--- src/rtl/gf_inverse_sbox_seq_if.sv ---
// rtl/gf_inverse_sbox_seq_if.sv - byte-in / byte-out handshake bundle for the GF(2^8) inverse engine
interface gf_inverse_sbox_seq_if;
  logic       in_valid;
  logic       in_ready;
  logic [7:0] in_byte;
  logic       out_valid;
  logic       out_ready;
  logic [7:0] out_byte;
  logic       busy;

  modport master (
    output in_valid, in_byte, out_ready,
    input  in_ready, out_valid, out_byte, busy
  );

  modport slave (
    input  in_valid, in_byte, out_ready,
    output in_ready, out_valid, out_byte, busy
  );
endinterface

--- src/rtl/gf_inverse_sbox_seq.sv ---
// rtl/gf_inverse_sbox_seq.sv - sequential GF(2^8) inverse (x^254), optional AES affine under SBOX_AFFINE_EN
module gf_inverse_sbox_seq #(
  parameter logic [8:0] POLY = 9'h11B
`ifdef SBOX_AFFINE_EN
  , parameter logic [7:0] AFFINE_C = 8'h63
`endif
) (
  input  logic                 clk,
  input  logic                 rst,
  gf_inverse_sbox_seq_if.slave bus
);

  typedef enum logic [1:0] {IDLE, CALC, DONE} state_t;

  state_t     state, state_next;
  logic [7:0] x_reg, acc, prod, f_out;
  logic [3:0] step;
  logic       load, last;
  logic       out_valid_q;
  logic [7:0] out_byte_q;

  function automatic logic [7:0] gf_mul(input logic [7:0] a, input logic [7:0] b);
    logic [14:0] p;
    p = '0;
    for (int i = 0; i < 8; i++)
      if (b[i]) p = p ^ ({7'b0, a} << i);
    for (int i = 14; i >= 8; i--)
      if (p[i]) p = p ^ ({6'b0, POLY} << (i - 8));
    return p[7:0];
  endfunction

  // Even steps square, odd steps multiply by x: x^2, x^3, x^6, x^7 ... x^127, x^254.
  assign prod = gf_mul(acc, step[0] ? x_reg : acc);

`ifdef SBOX_AFFINE_EN
  function automatic logic [7:0] affine(input logic [7:0] b);
    logic [7:0] r;
    for (int i = 0; i < 8; i++)
      r[i] = b[i] ^ b[(i + 4) % 8] ^ b[(i + 5) % 8] ^ b[(i + 6) % 8] ^ b[(i + 7) % 8] ^ AFFINE_C[i];
    return r;
  endfunction

  assign f_out = affine(prod);
`else
  assign f_out = prod;
`endif

  always_ff @(posedge clk or posedge rst) begin
    if (rst) state <= IDLE;
    else     state <= state_next;
  end

  always_comb begin
    state_next   = state;
    bus.in_ready = 1'b0;
    bus.busy     = 1'b0;
    load         = 1'b0;
    last         = 1'b0;
    case (state)
      IDLE: begin
        bus.in_ready = 1'b1;
        if (bus.in_valid) begin
          load       = 1'b1;
          state_next = CALC;
        end
      end
      CALC: begin
        bus.busy = 1'b1;
        if (step == 4'd12) begin
          last       = 1'b1;
          state_next = DONE;
        end
      end
      DONE: begin
        bus.in_ready = bus.out_ready;
        if (bus.out_ready) begin
          if (bus.in_valid) begin
            load       = 1'b1;
            state_next = CALC;
          end else begin
            state_next = IDLE;
          end
        end
      end
      default: state_next = IDLE;
    endcase
  end

  always_ff @(posedge clk or posedge rst) begin
    if (rst) begin
      x_reg       <= 8'h00;
      acc         <= 8'h00;
      step        <= 4'd0;
      out_valid_q <= 1'b0;
      out_byte_q  <= 8'h00;
    end else begin
      if (load) begin
        x_reg <= bus.in_byte;
        acc   <= bus.in_byte;
        step  <= 4'd0;
      end else if (state == CALC) begin
        acc  <= prod;
        step <= step + 4'd1;
      end
      if (last) begin
        out_valid_q <= 1'b1;
        out_byte_q  <= f_out;
      end else if (state == DONE && bus.out_ready) begin
        out_valid_q <= 1'b0;
      end
    end
  end

  assign bus.out_valid = out_valid_q;
  assign bus.out_byte  = out_byte_q;

endmodule

--- src/flat_wrapper.sv ---
// flat-port wrapper written by rule: the top's interface ports become plain ports
module gf_inverse_sbox_seq_flat 
#(
  parameter logic [8:0] POLY = 9'h11B

)
  (clk, rst, bus_in_valid, bus_in_byte, bus_out_ready, bus_in_ready, bus_out_valid, bus_out_byte, bus_busy);
  gf_inverse_sbox_seq_if bus_i ();
  input  logic clk;
  input  logic rst;
  input wire logic [$bits(bus_i.in_valid)-1:0] bus_in_valid;
  input wire logic [$bits(bus_i.in_byte)-1:0] bus_in_byte;
  input wire logic [$bits(bus_i.out_ready)-1:0] bus_out_ready;
  output wire logic [$bits(bus_i.in_ready)-1:0] bus_in_ready;
  output wire logic [$bits(bus_i.out_valid)-1:0] bus_out_valid;
  output wire logic [$bits(bus_i.out_byte)-1:0] bus_out_byte;
  output wire logic [$bits(bus_i.busy)-1:0] bus_busy;
  assign bus_i.in_valid = bus_in_valid;
  assign bus_i.in_byte = bus_in_byte;
  assign bus_i.out_ready = bus_out_ready;
  assign bus_in_ready = bus_i.in_ready;
  assign bus_out_valid = bus_i.out_valid;
  assign bus_out_byte = bus_i.out_byte;
  assign bus_busy = bus_i.busy;
  gf_inverse_sbox_seq #(.POLY(POLY)) u_core (.clk(clk), .rst(rst), .bus(bus_i));
endmodule
--- config.mk ---
export PLATFORM = sky130hd
export DESIGN_NAME = gf_inverse_sbox_seq_flat
export DESIGN_NICKNAME = d
export VERILOG_FILES = /design/src/rtl/gf_inverse_sbox_seq_if.sv /design/src/rtl/gf_inverse_sbox_seq.sv /design/src/flat_wrapper.sv
export SDC_FILE = /design/constraint.sdc
export NUM_CORES = 1
export LEC_CHECK = 0
export ABC_AREA = 1
export BUFFER_PORTS_ARGS = -buffer_cell sky130_fd_sc_hd__buf_2
export CORE_AREA = 2 2 76 78
export CTS_BUF_LIST = sky130_fd_sc_hd__clkbuf_8
export CTS_CLUSTER_DIAMETER = 120
export DETAILED_ROUTE_END_ITERATION = 8
export DIE_AREA = 0 0 78 80
export GPL_ROUTABILITY_DRIVEN = 0
export GPL_TIMING_DRIVEN = 0
export PLACE_DENSITY_LB_ADDON = 0.2
export SYNTH_ARGS = -nofsm -noshare
export SYNTH_HDL_FRONTEND = slang
export SYNTH_SLANG_ARGS = --single-unit
--- constraint.sdc ---
create_clock -name clk -period 2.8 [get_ports clk]
set_clock_uncertainty 0.05 [all_clocks]
set_input_delay 0.56 -clock clk [delete_from_list [all_inputs] [get_ports clk]]
set_output_delay 0.56 -clock clk [all_outputs]
set_load 0.005 [all_outputs]
# Word level (Yosys, flattened, before mapping)
# Cells that the tools add are included.
# word_totals
reg_bits	31
inputBits	12
word_cells	66
# op_classes
add_sub_neg	1
n_eq_ne	6
n_mux	34
bitwise	14
reduce_logical	5
# op_table
cell	count
15-bit 2-to-1 mux	7
8-bit 2-to-1 mux	5
4-bit NOT	7
15-bit by 10-bit XOR with 15-bit output	1
15-bit by 11-bit XOR with 15-bit output	1
15-bit by 12-bit XOR with 15-bit output	1
15-bit by 13-bit XOR with 15-bit output	1
15-bit by 14-bit XOR with 15-bit output	1
15-bit XOR	1
15-bit by 9-bit XOR with 15-bit output	1
11-bit 2-to-1 mux	1
10-bit 2-to-1 mux	1
9-bit 2-to-1 mux	1
1-bit 2-to-1 mux	8
4-bit 2-to-1 mux	2
7-bit 2-to-1 mux	1
2-bit 2-to-1 mux	3
6-bit 2-to-1 mux	1
2-bit one-hot mux with 3 select lines	1
5-bit 2-to-1 mux	1
4-bit by 1-bit adder with 4-bit output, second input constant	1
4-bit == test, second input constant	1
2-bit inequality test, second input constant	2
1-bit one-hot mux with 2 select lines	2
7 further kinds	8

# Depth between registers and ports, before layout
# logic_depth
depth_word	32
ltp_mapped	19

# Worst setup path before layout
# No wires, ideal clock.
# synth_path
kind	reg2reg
startpoint	register u_core.step[0]
endpoint	register u_core.acc[0]
setup_time_ns	0.077
arrival_time_ns	1.786
t_required_ns	2.673
setup_slack_ns	0.887
path_stages_with_launch	17
n_path_buf	0
cell_sequence	dfrtp_1 > inv_2 > nand2_1 > nand2_2 > nand2_1 > nand2_1 > inv_1 > nor2_1 > nand2_1 > nand2_1 > nand2_1 > nand2_1 > nand2_1 > nand2_2 > xor2_1 > nand2_1 > a21oi_1
# synth_via
elab_chain_len	26
# synth_lines
item	line_no	rtl
start, declared	gf_inverse_sbox_seq.sv:17	logic [3:0] step;
start signal, assigned	gf_inverse_sbox_seq.sv:103	step <= step + 4'd1;
8-bit 2-to-1 mux *	gf_inverse_sbox_seq.sv:33	assign prod = gf_mul(acc, step[0] ? x_reg : acc);
8-bit 2-to-1 mux	gf_inverse_sbox_seq.sv:26	if (b[i]) p = p ^ ({7'b0, a} << i);
15-bit by 9-bit XOR with 15-bit output	gf_inverse_sbox_seq.sv:26	
15-bit 2-to-1 mux	gf_inverse_sbox_seq.sv:26	
15-bit by 10-bit XOR with 15-bit output	gf_inverse_sbox_seq.sv:26	
15-bit 2-to-1 mux	gf_inverse_sbox_seq.sv:26	
15-bit by 11-bit XOR with 15-bit output	gf_inverse_sbox_seq.sv:26	
15-bit 2-to-1 mux	gf_inverse_sbox_seq.sv:26	
[10 not listed]	-	
9-bit 2-to-1 mux *	gf_inverse_sbox_seq.sv:28	if (p[i]) p = p ^ ({6'b0, POLY} << (i - 8));
8-bit 2-to-1 mux	gf_inverse_sbox_seq.sv:28	
7-bit 2-to-1 mux	gf_inverse_sbox_seq.sv:28	
6-bit 2-to-1 mux	gf_inverse_sbox_seq.sv:28	
4-bit NOT (no line)	-	
5-bit 2-to-1 mux *	gf_inverse_sbox_seq.sv:28	
8-bit 2-to-1 mux *	gf_inverse_sbox_seq.sv:101	end else if (state == CALC) begin
8-bit 2-to-1 mux *	gf_inverse_sbox_seq.sv:97	if (load) begin
end signal, assigned	gf_inverse_sbox_seq.sv:99	acc <= bus.in_byte;
end signal, assigned	gf_inverse_sbox_seq.sv:102	acc <= prod;
end, declared	gf_inverse_sbox_seq.sv:16	logic [7:0] x_reg, acc, prod, f_out;
# Every way passes the cells marked *; elsewhere a longest branch is shown, timed or not. The select of a mux whose other input is x is not followed.
# A chain may end at the register's enable or synchronous reset.

# Final worst setup path
# layout_path
startpoint	register u_core.step[0]
endpoint	register u_core.out_byte_q[2] (netlist: u_core.bus.out_byte[2])
# layout_via
elab_chain_len	25
# layout_lines
item	line_no	rtl
8-bit 2-to-1 mux	gf_inverse_sbox_seq.sv:33	
8-bit 2-to-1 mux	gf_inverse_sbox_seq.sv:26	
15-bit by 9-bit XOR with 15-bit output	gf_inverse_sbox_seq.sv:26	
15-bit 2-to-1 mux	gf_inverse_sbox_seq.sv:26	
15-bit by 10-bit XOR with 15-bit output	gf_inverse_sbox_seq.sv:26	
15-bit 2-to-1 mux	gf_inverse_sbox_seq.sv:26	
15-bit by 11-bit XOR with 15-bit output	gf_inverse_sbox_seq.sv:26	
15-bit 2-to-1 mux	gf_inverse_sbox_seq.sv:26	
[9 not listed]	-	
10-bit 2-to-1 mux	gf_inverse_sbox_seq.sv:28	
9-bit 2-to-1 mux	gf_inverse_sbox_seq.sv:28	
8-bit 2-to-1 mux	gf_inverse_sbox_seq.sv:28	
4-bit NOT (no line)	-	
7-bit 2-to-1 mux	gf_inverse_sbox_seq.sv:28	
4-bit NOT (no line)	-	
6-bit 2-to-1 mux	gf_inverse_sbox_seq.sv:28	
5-bit 2-to-1 mux	gf_inverse_sbox_seq.sv:28	
end signal, assigned	gf_inverse_sbox_seq.sv:107	out_byte_q <= f_out;
end, declared	gf_inverse_sbox_seq.sv:20	logic [7:0] out_byte_q;
# Several ways; a longest one is shown, not always the timed one.

==> impl_metrics.env <==
export IMPL_rr_endpoint="u_core.bus.out_byte[2]"
export IMPL_stdcell_area_um2=3190
export IMPL_clk_latency_ns=0.28
export IMPL_ys_seq_area_share_pct=26.9
export IMPL_fin_crit_ns=2.56
export IMPL_yosys_area_share_xor_xnor_pct=7.30
export IMPL_rsz0062_at_grt="no"
export IMPL_drtAntennaViolNets=0
export IMPL_tightest_slew_ns=0.563
export IMPL_synthSimpleGateAreaFrac_pct=46.1
export IMPL_fp_row_count=27
export IMPL_antenna_cells=0
export IMPL_syn_nets=510
export IMPL_syn_area_per_cell_um2=5.80
export IMPL_synthAdderAreaFrac_pct=0.869
export IMPL_hold_buffers=0
export IMPL_cts_tree="yes"
export IMPL_htree_levels=2
export IMPL_ios=23
export IMPL_area_growth_pct=11.0
export IMPL_multi_input_area_um2=1780
export IMPL_grt_pass1_wl_um=13600
export IMPL_avgRoutedWirePerCell_um=13.2
export IMPL_status="completed"
export IMPL_synth_top_family_by_area="simple AND/OR/NAND/NOR gates"
export IMPL_required_ns=2.90
export IMPL_die_width_um=78
export IMPL_clockRootBuffer="clkbuf_8"
export IMPL_io_buffers=22
export IMPL_max_clock_freq_mhz=390
export IMPL_reg2regPathDepth=10
export IMPL_post_cts_setup_buffers=0
export IMPL_placed_area_um2=3080
export IMPL_antenna_found_initial=0
export IMPL_setup_violations=0
export IMPL_critical_path_class="flop to flop"
export IMPL_cts_clk_slew_worst_paths_ns=0.06
export IMPL_synth_edf_count=0
export IMPL_initial_core_util_pct=53.3
export IMPL_synth_compound_area_share_pct=7.48
export IMPL_finalNetCount=540
export IMPL_pre_cts_ws_ns=0.359
export IMPL_ys_ff_latch=31
export IMPL_hp_class="input port to async pin"
export IMPL_r2r_slack_ns=0.24
export IMPL_numClockSinks=31
export IMPL_fillers=567
export IMPL_routed_via_count=3231
export IMPL_worstReg2RegStart="u_core.step[0]"
export IMPL_grt_max_degree=32
export IMPL_tns_ns=0
export IMPL_cp_start_kind="flop"
export IMPL_synth_top_area_share_pct=26.9
export IMPL_setup_slack_ns=0.238
export IMPL_async_flop_share_pct=100
export IMPL_synth_cells=496
export IMPL_synthFlopType="dfrtp_1"
export IMPL_netlist_top_cells_count="nand2_1, inv_1, nand3_1, nor2_1, dfrtp_1"
export IMPL_drv_cap=0
export IMPL_grt_pass1_vias=2960
export IMPL_cp_max_fo=6
export IMPL_routed_wl_um=7890
export IMPL_core_area_um2=5410
export IMPL_synth_cell_types=24
export IMPL_synth_mux_area_fraction_pct=0
export IMPL_dr_pass1_iters=5
export IMPL_seq_area_um2=776
export IMPL_gr_total_overflow=0
export IMPL_synth_most_common_cell="nand2_1"
export IMPL_die_area_um2=6240
export IMPL_fin_crit_sh_pct=91.5
export IMPL_cts_buffer_depth=2
export IMPL_yosys_top_cells_area="dfrtp_1, nand2_1, nand3_1"
export IMPL_cts_repair_resize_count=0
export IMPL_route_detailed_drc=0
export IMPL_layout_drive_gt1_share_pct=9.89
export IMPL_cts_inserted_buffers=5
export IMPL_synth_area_um2=2880
export IMPL_arrival_ns=2.66
export IMPL_place_hpwl_um=6010
export IMPL_via_per_inst=5.40
export IMPL_finalHoldViolCount=0
export IMPL_drtIter0Drc=368
export IMPL_yosysTopAreaCell="dfrtp_1"
export IMPL_die_h_um=80
export IMPL_drv_slew=0
export IMPL_grt_usage_pct=27.6
export IMPL_max_slew_margin_rel_pct=62.3
export IMPL_cp_end_kind="flop"
export IMPL_yosys_warnings=0
-- cell type report --
type / instances / share of cell area, %
multi-input combinational: 384 / 55.7
sequential: 31 / 24.3
inverter: 70 / 8.23
timing repair buffer: 23 / 4.31
tap: 72 / 2.82
clock buffer: 6 / 2.59
buffer: 11 / 1.96
clock inverter: 1 / 0.157
-- critical path, cell delays in order, from the launching register on --
cell	delay (ns)
dfrtp_1	0.46
nand2_1	0.25
nand2_1	0.22
o21bai_1	0.23
nand3b_1	0.13
nand2_1	0.09
nand2_1	0.10
nand2_1	0.19
xor2_1	0.19
xor2_1	0.38
o21ai_0	0.14
-- cells in the final DEF (no fill, tap or decap), types with 10 or more instances in the layout --
master / count
buf_2: 24
nor2_1: 47
dfrtp_1: 31
o21ai_0: 24
nand2_1: 195
inv_1: 65
nand3_1: 54
xor2_1: 14
xnor2_1: 10
nand2_2: 10
-- through the flow --
step	hold slack [ns]	instances	util, %
after floorplan	0.403	496	-
after global routing	0.281	598	59.1
after global placement	0.410	590	57.0
final	0.242	598	59.1
after detailed placement	0.410	590	57.0
after CTS	0.426	597	58.6
-- per-layer routing --
layer / GRT usage, % / vias to the layer above / wire length (µm)
met5: 0 / - / 0
met4: 12.6 / 0 / 280
met3: 3.62 / 26 / 530
met2: 45.9 / 131 / 3640
met1: 35.9 / 1478 / 3450
li1: - / 1596 / -
-- how the worst max path moves through the flow --
stage / startpoint / endpoint / slack [ns] / cells past startpoint
global placement: u_core.step[0] / u_core.bus.out_byte[2] / 0.36 / 12
floorplan: u_core.step[0] / u_core.acc[0] / 0.89 / 16
detailed placement: u_core.step[0] / u_core.bus.out_byte[2] / 0.36 / 12
finish: u_core.step[0] / u_core.bus.out_byte[2] / 0.24 / 10
CTS: u_core.step[0] / u_core.bus.out_byte[2] / 0.33 / 10
global route: u_core.step[0] / u_core.bus.out_byte[2] / 0.08 / 10
-- logic make-up after synthesis --
kind of cell | after synthesis
flops | 31
fa+ha+maj | 2
buf+inv | 81
xor+xnor | 24
compound gates | 40
simple gates | 318
Power is left out: the tool's default activity adds up to more than one toggle a clock period on the data nets, which glitch-free logic cannot reach.
